File: src/rtl/sockit_i2c_slave.sv
// sockit_i2c_slave
//   I2C target with a fixed 7-bit address. Converts bus writes into a byte
//   strobe for local logic and serves bus reads from a valid/ready source,
//   stretching SCL while no read byte is available.
//
// Parameters
//   ADR  own 7-bit device address
//   FLT  glitch-filter length; a filtered line follows its input only after
//        FLT consecutive equal samples
//
// Ports
//   clk, rst        system clock, synchronous active-high reset
//   scl_i, sda_i    raw (asynchronous) bus line samples
//   scl_e, sda_e    open-drain pull-low enables (1 = drive line low)
//   rx_vld, rx_dat  one-clk strobe with the written byte; byte held until next strobe
//   rx_rdy          local side accepts the byte (sampled at bit 8, 0 = NACK)
//   tx_vld, tx_dat  read byte offered by the local side
//   tx_rdy          target is waiting for a read byte (transfer on tx_vld & tx_rdy)
//   busy            addressed and inside a transaction
//   sto             one-clk pulse on every STOP condition
module sockit_i2c_slave #(
    parameter logic [6:0]  ADR = 7'h26,
    parameter int unsigned FLT = 3
) (
    input  logic       clk,
    input  logic       rst,
    input  logic       scl_i,
    output logic       scl_e,
    input  logic       sda_i,
    output logic       sda_e,
    output logic       rx_vld,
    output logic [7:0] rx_dat,
    input  logic       rx_rdy,
    input  logic       tx_vld,
    input  logic [7:0] tx_dat,
    output logic       tx_rdy,
    output logic       busy,
    output logic       sto
);

    localparam int unsigned CW = (FLT > 1) ? $clog2(FLT) : 1;
    localparam logic [CW-1:0] FLT_M1 = CW'(FLT - 1);

    typedef enum logic [3:0] {
        IDLE, ADDR, A_ACK, WR, W_ACK, RD_LD, RD, R_ACK, IGNORE
    } state_t;

    // ------------------------------------------------------------------
    // Input path: 2-FF synchronizer, then the FLT-sample filter
    // ------------------------------------------------------------------
    logic [1:0]    scl_sy, sda_sy;
    logic [CW-1:0] scl_c, sda_c;
    logic          scl_f, sda_f;
    logic          scl_d, sda_d;

    always_ff @(posedge clk) begin
        if (rst) begin
            scl_sy <= '1;
            sda_sy <= '1;
            scl_c  <= '0;
            sda_c  <= '0;
            scl_f  <= 1'b1;
            sda_f  <= 1'b1;
            scl_d  <= 1'b1;
            sda_d  <= 1'b1;
        end else begin
            scl_sy <= {scl_sy[0], scl_i};
            sda_sy <= {sda_sy[0], sda_i};

            if (scl_sy[1] == scl_f) begin
                scl_c <= '0;
            end else if (scl_c == FLT_M1) begin
                scl_f <= scl_sy[1];
                scl_c <= '0;
            end else begin
                scl_c <= scl_c + 1'b1;
            end

            if (sda_sy[1] == sda_f) begin
                sda_c <= '0;
            end else if (sda_c == FLT_M1) begin
                sda_f <= sda_sy[1];
                sda_c <= '0;
            end else begin
                sda_c <= sda_c + 1'b1;
            end

            scl_d <= scl_f;
            sda_d <= sda_f;
        end
    end

    logic scl_rise, scl_fall, start_c, stop_c;

    assign scl_rise = scl_f & ~scl_d;
    assign scl_fall = ~scl_f & scl_d;
    // SCL must be high on both samples so that an SDA change coinciding with
    // an SCL edge is never mistaken for START/STOP.
    assign start_c  = scl_f & scl_d & sda_d & ~sda_f;
    assign stop_c   = scl_f & scl_d & ~sda_d & sda_f;

    // ------------------------------------------------------------------
    // Protocol FSM
    // ------------------------------------------------------------------
    state_t     state, state_n;
    logic [2:0] cnt, cnt_n;
    logic [7:0] sr, sr_n;
    logic       ph, ph_n;       // second half of an ACK bit / master ACK seen
    logic       ackf, ackf_n;   // ACK decision for the written byte
    logic       rw, rw_n;
    logic       sda_n, scl_n, rxv_n, txr_n, busy_n, sto_n;
    logic [7:0] rxd_n;
    logic [7:0] byte_in;

    assign byte_in = {sr[6:0], sda_f};

    always_ff @(posedge clk) begin
        if (rst) begin
            state  <= IDLE;
            cnt    <= '0;
            sr     <= '0;
            ph     <= 1'b0;
            ackf   <= 1'b0;
            rw     <= 1'b0;
            sda_e  <= 1'b0;
            scl_e  <= 1'b0;
            rx_vld <= 1'b0;
            rx_dat <= '0;
            tx_rdy <= 1'b0;
            busy   <= 1'b0;
            sto    <= 1'b0;
        end else begin
            state  <= state_n;
            cnt    <= cnt_n;
            sr     <= sr_n;
            ph     <= ph_n;
            ackf   <= ackf_n;
            rw     <= rw_n;
            sda_e  <= sda_n;
            scl_e  <= scl_n;
            rx_vld <= rxv_n;
            rx_dat <= rxd_n;
            tx_rdy <= txr_n;
            busy   <= busy_n;
            sto    <= sto_n;
        end
    end

    always_comb begin
        state_n = state;
        cnt_n   = cnt;
        sr_n    = sr;
        ph_n    = ph;
        ackf_n  = ackf;
        rw_n    = rw;
        sda_n   = sda_e;
        scl_n   = scl_e;
        rxv_n   = 1'b0;
        rxd_n   = rx_dat;
        txr_n   = tx_rdy;
        busy_n  = busy;
        sto_n   = 1'b0;

        // rx_vld is a registered pulse, so a strobe already issued still
        // completes when START/STOP takes over here.
        if (start_c) begin
            state_n = ADDR;
            cnt_n   = '0;
            ph_n    = 1'b0;
            sda_n   = 1'b0;
            scl_n   = 1'b0;
            txr_n   = 1'b0;
            busy_n  = 1'b0;
        end else if (stop_c) begin
            state_n = IDLE;
            cnt_n   = '0;
            ph_n    = 1'b0;
            sda_n   = 1'b0;
            scl_n   = 1'b0;
            txr_n   = 1'b0;
            busy_n  = 1'b0;
            sto_n   = 1'b1;
        end else begin
            case (state)
                ADDR: begin
                    if (scl_rise) begin
                        sr_n  = byte_in;
                        cnt_n = cnt + 3'd1;
                        if (cnt == 3'd7) begin
                            cnt_n   = '0;
                            ph_n    = 1'b0;
                            rw_n    = sda_f;
                            state_n = (byte_in[7:1] == ADR) ? A_ACK : IGNORE;
                        end
                    end
                end

                A_ACK: begin
                    if (scl_fall) begin
                        if (!ph) begin
                            ph_n   = 1'b1;
                            sda_n  = 1'b1;
                            busy_n = 1'b1;
                        end else begin
                            ph_n  = 1'b0;
                            sda_n = 1'b0;
                            cnt_n = '0;
                            if (rw) begin
                                state_n = RD_LD;
                                scl_n   = 1'b1;
                                txr_n   = 1'b1;
                            end else begin
                                state_n = WR;
                            end
                        end
                    end
                end

                WR: begin
                    if (scl_rise) begin
                        sr_n  = byte_in;
                        cnt_n = cnt + 3'd1;
                        if (cnt == 3'd7) begin
                            cnt_n   = '0;
                            ph_n    = 1'b0;
                            ackf_n  = rx_rdy;
                            state_n = W_ACK;
                            if (rx_rdy) begin
                                rxd_n = byte_in;
                                rxv_n = 1'b1;
                            end
                        end
                    end
                end

                W_ACK: begin
                    if (scl_fall) begin
                        if (!ph) begin
                            ph_n  = 1'b1;
                            sda_n = ackf;
                        end else begin
                            ph_n    = 1'b0;
                            sda_n   = 1'b0;
                            state_n = WR;
                        end
                    end
                end

                RD_LD: begin
                    // Bit 7 goes straight onto SDA; the shift register keeps
                    // the remaining bits left-aligned so sr[7] is always next.
                    if (tx_vld && tx_rdy) begin
                        sr_n    = {tx_dat[6:0], 1'b0};
                        sda_n   = ~tx_dat[7];
                        scl_n   = 1'b0;
                        txr_n   = 1'b0;
                        cnt_n   = '0;
                        state_n = RD;
                    end
                end

                RD: begin
                    if (scl_fall) begin
                        if (cnt == 3'd7) begin
                            sda_n   = 1'b0;
                            cnt_n   = '0;
                            ph_n    = 1'b0;
                            state_n = R_ACK;
                        end else begin
                            sda_n = ~sr[7];
                            sr_n  = {sr[6:0], 1'b0};
                            cnt_n = cnt + 3'd1;
                        end
                    end
                end

                R_ACK: begin
                    if (scl_rise) begin
                        if (!sda_f) begin
                            ph_n = 1'b1;
                        end else begin
                            state_n = IGNORE;
                        end
                    end else if (scl_fall && ph) begin
                        ph_n    = 1'b0;
                        state_n = RD_LD;
                        scl_n   = 1'b1;
                        txr_n   = 1'b1;
                    end
                end

                IDLE, IGNORE: begin
                end

                default: begin
                    state_n = IDLE;
                end
            endcase
        end
    end

endmodule

File: config.mk
export PLATFORM = sky130hd
export DESIGN_NAME = sockit_i2c_slave
export DESIGN_NICKNAME = d
export VERILOG_FILES = /design/src/rtl/sockit_i2c_slave.sv
export SDC_FILE = /design/constraint.sdc
export NUM_CORES = 1
export LEC_CHECK = 0
export ABC_AREA = 1
export BUFFER_PORTS_ARGS = -buffer_cell sky130_fd_sc_hd__buf_2
export CAP_MARGIN = 0
export CORE_AREA = 2 2 69 71
export DETAILED_ROUTE_END_ITERATION = 10
export DIE_AREA = 0 0 71 73
export PLACE_DENSITY_LB_ADDON = 0.05
export REMOVE_ABC_BUFFERS = 1
export SYNTH_ARGS = -nofsm -noshare
export SYNTH_HDL_FRONTEND = slang
export SYNTH_SLANG_ARGS = --single-unit
File: constraint.sdc
create_clock -name clk -period 1.46 [get_ports clk]
set_input_delay 0.146 -clock clk [delete_from_list [all_inputs] [get_ports clk]]
set_output_delay 0.146 -clock clk [all_outputs]
set_load 0.005 [all_outputs]
==> results.md, run 1 <==
- Status: complete, but fails checks
- Failing checks: setup timing
- Worst EP required: 1670 ps
- CTS Hold Bufs: 0
- Post-Syn Area per Cell: around 7.3 um^2
- Core area: roughly 4500 um^2
- R2R Path End: sr[0]
- H-Tree Depth: 2
- CTS Sinks: 43
- Worst hold path endpoint: scl_sy[0]
- Combinational share of power: 0.510
- Lkg Pwr: about 1.4 nW
- Placed cell area: 2640 um^2
- Maximum VDD drop: ~1.1 mV
- Asr flop ratio synth: 0
- Primary FF master, synth: dfxtp_1
- Initial antenna violation count: 0
- Avg Vias per Cell: 5.115
- Final-report setup violation count: 13
- N_diodes: 0
- Share of cells above drive strength 1: 0.4140
- Worst-path clk slew: approximately 90 ps
- CTS tree: built
- Synthesized flop and latch total: between 40 and 50
- Most frequent cell after synthesis: nand2_1
- Max FO, Critical Path: 8
- Worst Hold Depth: 2
- GRT Total Usage: 0.2242
- First-pass GRT wire length: 9.101 mm
- Arrival time at the worst endpoint: around 1700 ps
- Synth top area share: 0.3885
- Synth top cells by count: nand2_1 (48), dfxtp_1 (43), nor2_1 (42)
- Final WL: 5.650 mm
- Gpl congestion: 0.9992
- Relative slew slack: 0.8267
- Synth top area cells: dfxtp_1 (39%), nand2_1 (8.1%), nor2_1 (7.1%)
- # port buffers: 27
- Fmax: 667.8 MHz
- Final worst slack: -37.34 ps
- Post-route cell area: ~3000 um^2
- Drt wl/cell: about 13 um
- Maxcap violations: 0
- Hold Crit Start: scl_i
- Max stage delay on crit path: about 370 ps
- RSZ-0062 raised after global routing: yes
- Crit Path Category: flop to flop
- Die Y: roughly 73 um
- Sequential power share: 0.305
- Root buffer cell: clkbuf_8
- Detailed router's first-iteration violation count: roughly 140
- Setup TNS: -243.0 ps
- Die Width: between 70 and 80 um
- RR Startpoint: state[3]
- Switching share of total power: 0.4240
- Worst skew pair latency: between 300 and 400 ps
- Die ar.: approximately 5200 um^2
- Count of final hold-check violations: 0
- Count of cell types in the netlist: 35
- Clock Tree Buf Depth: 2
- Minimum clock period: 1497 ps
- Worst Max-Slew Pin Slew: between 200 and 300 ps
- CTS Buf Count: 5
- Seq/Total Area, Yosys: 0.3885
- Critical Path Start: state[3]
- Fillers: about 390
- Hold Path Class: primary input to flop
- Crit. End Element: flop
- Area leader, netlist: dfxtp_1
- IO Count: 28
- Syn Inst Count: 303
- Clock Skews: ~4.2 ps
- # rows: 25
- Via count: between 2,000 and 2,500
- Post-layout net count: 390
- Number of flops mapped to enable cells by yosys: 0
- Total gr overflow: 0
- P&R area growth vs syn: 37.61%
- Reg2Reg Depth: 9
- CP Launch Type: flop
- Drt drc: 0
- Internal cell power: about 0.003 W
- Synthesized area: approximately 2200 um^2
- PD cells: between 1500 and 2000 nW/um^2
- Max Transition Viols Final: 0
- Vias in the first global route: a little under 2,000
- Largest net degree at the start of global routing: 20
- Detail Placement HPWL: between 3 and 4 mm
- Flop2flop setup slack: -40 ps
- Fin crit share: 1.026
- Psw: 0.002245 W
- Ys Warns: 0
- Pre-antenna DRT Iters: 4
- Worst path cell trace: buf_6, nor2_8, nand3_4, nand2_4, nand3_4, nor2_8, nand2_1, nand2_1, nor2_1
- Clk pwr share: 0.184
- CP max-delay cell: dfxtp_4
- Initial Util: 0.4886
- Routed Antenna Nets: 0
metrics by stage:
stage | utilization | worst slack, ps | power (W) | instances | hold slack [ps]
after detailed placement | 0.5821 | -171.4 | 0.003754 | 410 | 334.8
after floorplan | - | -1.160 | 0.003087 | 297 | 215.1
after CTS | 0.6284 | -7.493 | 0.004920 | 420 | 17.49
after global routing | 0.6723 | -130.0 | 0.005668 | 426 | 17.34
after global placement | 0.5821 | -169.8 | 0.003751 | 410 | 327.8
final | 0.6723 | -37.34 | 0.005296 | 426 | 20.20
how the worst max path moves through the flow:
| stage | end | slack (ps) | depth (start not counted) |
|---|---|---|---|
| 2_1_floorplan | state[2] | -1 | 9 |
| 3_3_place_gp | state[2] | -170 | 9 |
| 3_5_place_dp | state[2] | -170 | 9 |
| 4_1_cts | ph | -7 | 9 |
| 5_1_grt | sr[1] | -130 | 8 |
| 6_report | sr[0] | -40 | 9 |
cell type report:
cell class                 instances  area (um^2)  share of cell area
timing repair buffer              64        461.7              0.1514
sequential                        43        883.3              0.2897
multi-input combinational        217         1355              0.4444
inverter                          39        161.4             0.05293
clock buffer                       5        68.82             0.02257
clock inverter                     3        46.29             0.01518
timing repair inverter             1        5.005            0.001641
tap                               54        67.56             0.02216
cell usage in the layout (no fill, tap or decap), drive strengths merged, types with 3 or more instances in the layout:
| cell type | Yosys | layout |
|---|---|---|
| nor3 | 15 | 15 |
| buf | 5 | 64 |
| clkbuf | 1 | 5 |
| nor2 | 52 | 53 |
| or2 | 5 | 5 |
| o211ai | 3 | 3 |
| ha | 5 | 5 |
| nand3 | 19 | 20 |
| o21ai | 32 | 32 |
| inv | 37 | 38 |
| a21oi | 21 | 21 |
| nand4 | 3 | 3 |
| clkinv | 2 | 3 |
| nand2 | 55 | 55 |
| dfxtp | 43 | 43 |
repair_timing:
action	in CTS	in global routing
resized for setup	24	47
gates cloned	2	1
setup buffers	0	5
endpoints found under the setup margin	26	26
pin swaps	5	19
per-layer routing:
layer / global-route usage / share of wire / vias to the layer above
li1: - / - / 1127
met2: 0.3603 / 0.49 / 38
met5: 0 / 0 / -
met3: 0.05110 / 0.035 / 12
met1: 0.2978 / 0.46 / 1002
met4: 0.07757 / 0.021 / 0
flip-flops by register name (all words and copies together), names as in the netlist, 2 cells and up:
register  flops
cnt           3
rx_dat        8
scl_c         2
scl_sy        2
sda_c         2
sda_sy        2
sr            8
state         4
cells by family (layout without fill, tap and decap cells):
group,Yosys count,in the layout,synth area share
AOI/OAI and AO/OA,60,60,0.1429
DFF,43,43,0.3885
and+or+nand+nor,150,152,0.3518
buffers and inverters,45,112,0.08865
adders and majority gates,5,5,0.02823
worst max-delay path, delay by kind of cell, from the launching register on:
kind | cells | cell delay, ps
flip-flops | 1 | 370
AND/OR/NAND/NOR | 8 | 890
buffers and inverters | 1 | 120
power by group through the flow:
stage	logic [W]	clock network [W]	registers, W
floorplan	0.00152	0	0.00157
global route	0.00299	0.00104	0.00164
global placement	0.00217	0	0.00158
CTS	0.00233	0.00100	0.00159
finish	0.00270	0.000977	0.00162
detailed placement	0.00217	0	0.00158
(Power assumes the default switching activity.)
==> run 2, diff against run 1 <==
--- a/config.mk
+++ b/config.mk
@@ -5,12 +5,11 @@
 export SDC_FILE = /design/constraint.sdc
 export NUM_CORES = 1
 export LEC_CHECK = 0
-export ABC_AREA = 1
 export BUFFER_PORTS_ARGS = -buffer_cell sky130_fd_sc_hd__buf_2
 export CAP_MARGIN = 0
-export CORE_AREA = 2 2 69 71
+export CORE_AREA = 2 2 70 72
 export DETAILED_ROUTE_END_ITERATION = 10
-export DIE_AREA = 0 0 71 73
+export DIE_AREA = 0 0 72 74
 export PLACE_DENSITY_LB_ADDON = 0.05
 export REMOVE_ABC_BUFFERS = 1
 export SYNTH_ARGS = -nofsm -noshare
==> constraint.sdc (replaced) <==
create_clock -name clk -period 1.46 [get_ports clk]
set_input_delay 0.073 -clock clk [delete_from_list [all_inputs] [get_ports clk]]
set_output_delay 0.073 -clock clk [all_outputs]
set_load 0.005 [all_outputs]
==> run 2 against run 1 <==
Against the previous run:
- the run still ends with setup timing left
- via count grew 8.1%
- flip-flop and latch count unchanged
- power shrank 62%
- core utilization is 7.7 points higher
- die area rose by 2.8%
- critical path depth shrank 2
- worst setup slack worse by 300 ps
- first-iteration DRC count decreased by 32%
- critical path type unchanged
==> results.md, run 2 <==
- H-Tree Depth: 2 (unchanged)
- RSZ-0062 raised after global routing: yes
- Switching share of total power: 0.2309 (-0.1930)
- Minimum clock period: 1799 ps (+301.8 ps)
- GRT Total Usage: 0.2443 (+0.02018)
- Regs by FF count: rx_dat x8, sr x8, state x4
- Relative slew slack: 0.6981 (-0.1286)
- Worst-path clk slew: 90 ps (about the same)
- Lkg Pwr: 1.510 nW (+8.9%)
- Final WL: 6.553 mm (+16%)
- Fin cells: 417 (-2.1%)
- Pre-antenna DRT Iters: 4 (unchanged)
- Maxcap violations: 0 (unchanged)
- Status: complete, but fails checks
- Detailed router's first-iteration violation count: 96 (-32%)
- Share of cells above drive strength 1: 0.4821 (+0.06812)
- Drt wl/cell: 15.71 um (+18%)
- Largest net degree at the start of global routing: 22 (+10%)
- Synth top area cells: dfxtp_1 (37%), mux2i_1 (8.2%), nor2_1 (5.2%)
- Ys Warns: 0 (unchanged)
- N_diodes: 0 (unchanged)
- Clock Skews: 11.82 ps (+7.582 ps)
- Power, Total: 0.002009 W (-62%)
- Fin crit share: 1.232 (+0.2067)
- Synthesized flop and latch total: 43 (unchanged)
- Most frequent cell after synthesis: dfxtp_1
- Hold Path Class: primary input to flop
- Wire length on met3: 282 um (+42%)
- Count of cell types in the netlist: 55 (+57%)
- Synth top area share: 0.3723 (-0.01619)
- CTS Sinks: 43 (unchanged)
- First-pass GRT wire length: 10.09 mm (+11%)
- Primary FF master, synth: dfxtp_1
- Asr flop ratio synth: 0 (unchanged)
- Post-layout net count: 381 (-2.3%)
- Count of final hold-check violations: 0 (unchanged)
- Final worst slack: -339.1 ps (-301.8 ps)
- Total gr overflow: 0 (unchanged)
- Routed Antenna Nets: 0 (unchanged)
- Die ar.: 5328 um^2 (+2.8%)
- Maximum VDD drop: 0.5265 mV (-50%)
- Combinational share of power: 0.038 (-0.472)
- Setup TNS: -5601 ps (-5358 ps)
- Gpl congestion: 0.8358 (-16%)
- Worst skew pair latency: 300 ps (about the same)
- Die Width: 72 um (+1.4%)
- Highest-count cells in the layout ignoring fill and taps: buf_4 (69), dfxtp_1 (34), nor2_1 (28)
- Initial Util: 0.5029 (+0.01431)
- P&R area growth vs syn: 48.92%
- FF+latch area: 879.6 um^2 (-0.42%)
- Root buffer cell: clkbuf_8
- DR top layer: met4
- CTS Buf Count: 5 (unchanged)
- Max Transition Viols Final: 0 (unchanged)
- Fmax: 555.8 MHz (-17%)
- Syn Inst Count: 265 (-13%)
- Core area: 4598 um^2 (+1.4%)
- Die Y: 74 um (+1.4%)
- CP Launch Type: flop
- Worst hold margin: 43.48 ps (+23.28 ps)
- Fillers: 334 (-14%)
- Internal cell power: 0.001545 W (-49%)
- # rows: 25 (unchanged)
- Worst EP required: 1690 ps (+20 ps)
- Max FO, Critical Path: 6 (-2)
- CTS tree: built
- Met1 Wirelength: 2.991 mm (+16%)
- Seq/Total Area, Yosys: 0.3723 (-0.01619)
- Synth top cells by count: dfxtp_1 (43), nor2_1 (32), mux2i_1 (19)
- # port buffers: 27 (unchanged)
- Post-layout util: 0.7488 (+0.07657)
- Met2 routed WL: 3.124 mm (+14%)
- Avg Vias per Cell: 5.650 (+10%)
- Drt drc: 0 (unchanged)
- Initial antenna violation count: 0 (unchanged)
- Vias in the first global route: 2,151 (+8.3%)
- Crit Path Category: flop to flop
- Final-report setup violation count: 27 (+14)
- Crit. End Element: flop
- Synthesized area: 2312 um^2 (+4.3%)
- Sequential power share: 0.585 (+0.280)
- Worst Max-Slew Pin Slew: 451.8 ps (+192.1 ps)
- Psw: 0.0004640 W (-79%)
- Multi-input gate area: 1539 um^2 (+14%)
- Detail Placement HPWL: 4.386 mm (+11%)
- PD cells: 583.5 nW/um^2 (-66%)
- Area leader, netlist: dfxtp_1
- Post-Syn Area per Cell: 8.725 um^2 (+19%)
- Clock Tree Buf Depth: 2 (unchanged)
- Arrival time at the worst endpoint: 2030 ps (+320 ps)
- Cells after DPL: 391 (-4.6%)
- Number of flops mapped to enable cells by yosys: 0 (unchanged)
- IO Count: 28 (unchanged)
- Failing checks: setup timing
- Via count: 2,356 (+8.1%)
- Most common cell after layout, fill and taps aside: buf_4
- Clk pwr share: 0.376 (+0.192)
[run 2: cell types whose count changed in the layout (fill, tap and decap cells not counted), moves of 10 or more]
cell / before / now
a21oi_1: 18 / 8
nand2_1: 38 / 17
inv_1: 26 / 7
o21ai_0: 24 / 4
nand2_2: 12 / 1
mux2i_1: 0 / 18
nor2_1: 39 / 28
buf_4: 31 / 69
[run 2: path summary, 6_finish.rpt]
kind / from / slack (ps) / endpoint / cells after the start
setup / recovery: state[0] / -340 / state[1] / 7
hold / removal: rst / 40 / sda_f / 3
setup reg to reg: state[0] / -340 / state[1] / 7
hold reg to reg: scl_sy[0] / 420 / scl_sy[1] / 1
[run 2: cell families after synthesis]
| group | after synthesis | share of synthesized area |
|---|---|---|
| AND/OR/NAND/NOR | 101 | 0.2343 |
| AO/OA/AOI/OAI | 64 | 0.2067 |
| flip-flops | 43 | 0.3723 |
| buffers and inverters | 29 | 0.06114 |
| multiplexers | 20 | 0.08712 |
| adder cells (fa/ha/maj) | 5 | 0.02706 |
| XOR/XNOR | 3 | 0.01137 |
[run 2: layout make-up]
class	count	area share
Timing Repair Buffer	111	0.2445
Clock buffer	6	0.02108
Multi-Input combinational cell	193	0.4469
Clock inverter	2	0.003634
Tap cell	54	0.01962
Inverter	8	0.008721
Sequential cell	43	0.2555
[run 2: power groups by stage]
stage / Combinational (W) / Sequential [W] / Clock [W]
2_1_floorplan: 0.0000179 / 0.00121 / 0
3_3_place_gp: 0.0000683 / 0.00121 / 0
3_5_place_dp: 0.0000685 / 0.00121 / 0
4_1_cts: 0.0000734 / 0.00118 / 0.000772
5_1_grt: 0.0000826 / 0.00118 / 0.000824
6_report: 0.0000767 / 0.00118 / 0.000756
[run 2: worst max-delay path, stage by stage (launching register included)]
cell	delay [ps]
dfxtp_4	380
buf_4	150
nor2b_4	130
buf_4	140
a22o_1	220
a211oi_4	260
o311a_1	300
a32o_1	160
[run 2: through the flow]
step           worst slack (ps)  instance area, um^2
6_report                 -339.1                 3443
3_3_place_gp             -439.3                 2912
4_1_cts                  -324.2                 3284
5_1_grt                  -375.3                 3443
3_5_place_dp             -497.5                 2912
2_1_floorplan            -628.4                 2201
[run 2: metal layers]
layer,vias up,global-route usage
met5,-,0
met3,16,0.04336
li1,1156,-
met1,1113,0.3102
met4,0,0.1027
met2,71,0.4126
[run 2: what timing repair did]
item / in CTS / in global routing
pin swaps: 21 / 8
resized for setup: 49 / 23
cloned: 0 / 1
endpoints found under the setup margin: 29 / 29
hold buffers: 2 / 0
hold endpoints to repair: 2 / 0
buffers inserted: 11 / 4
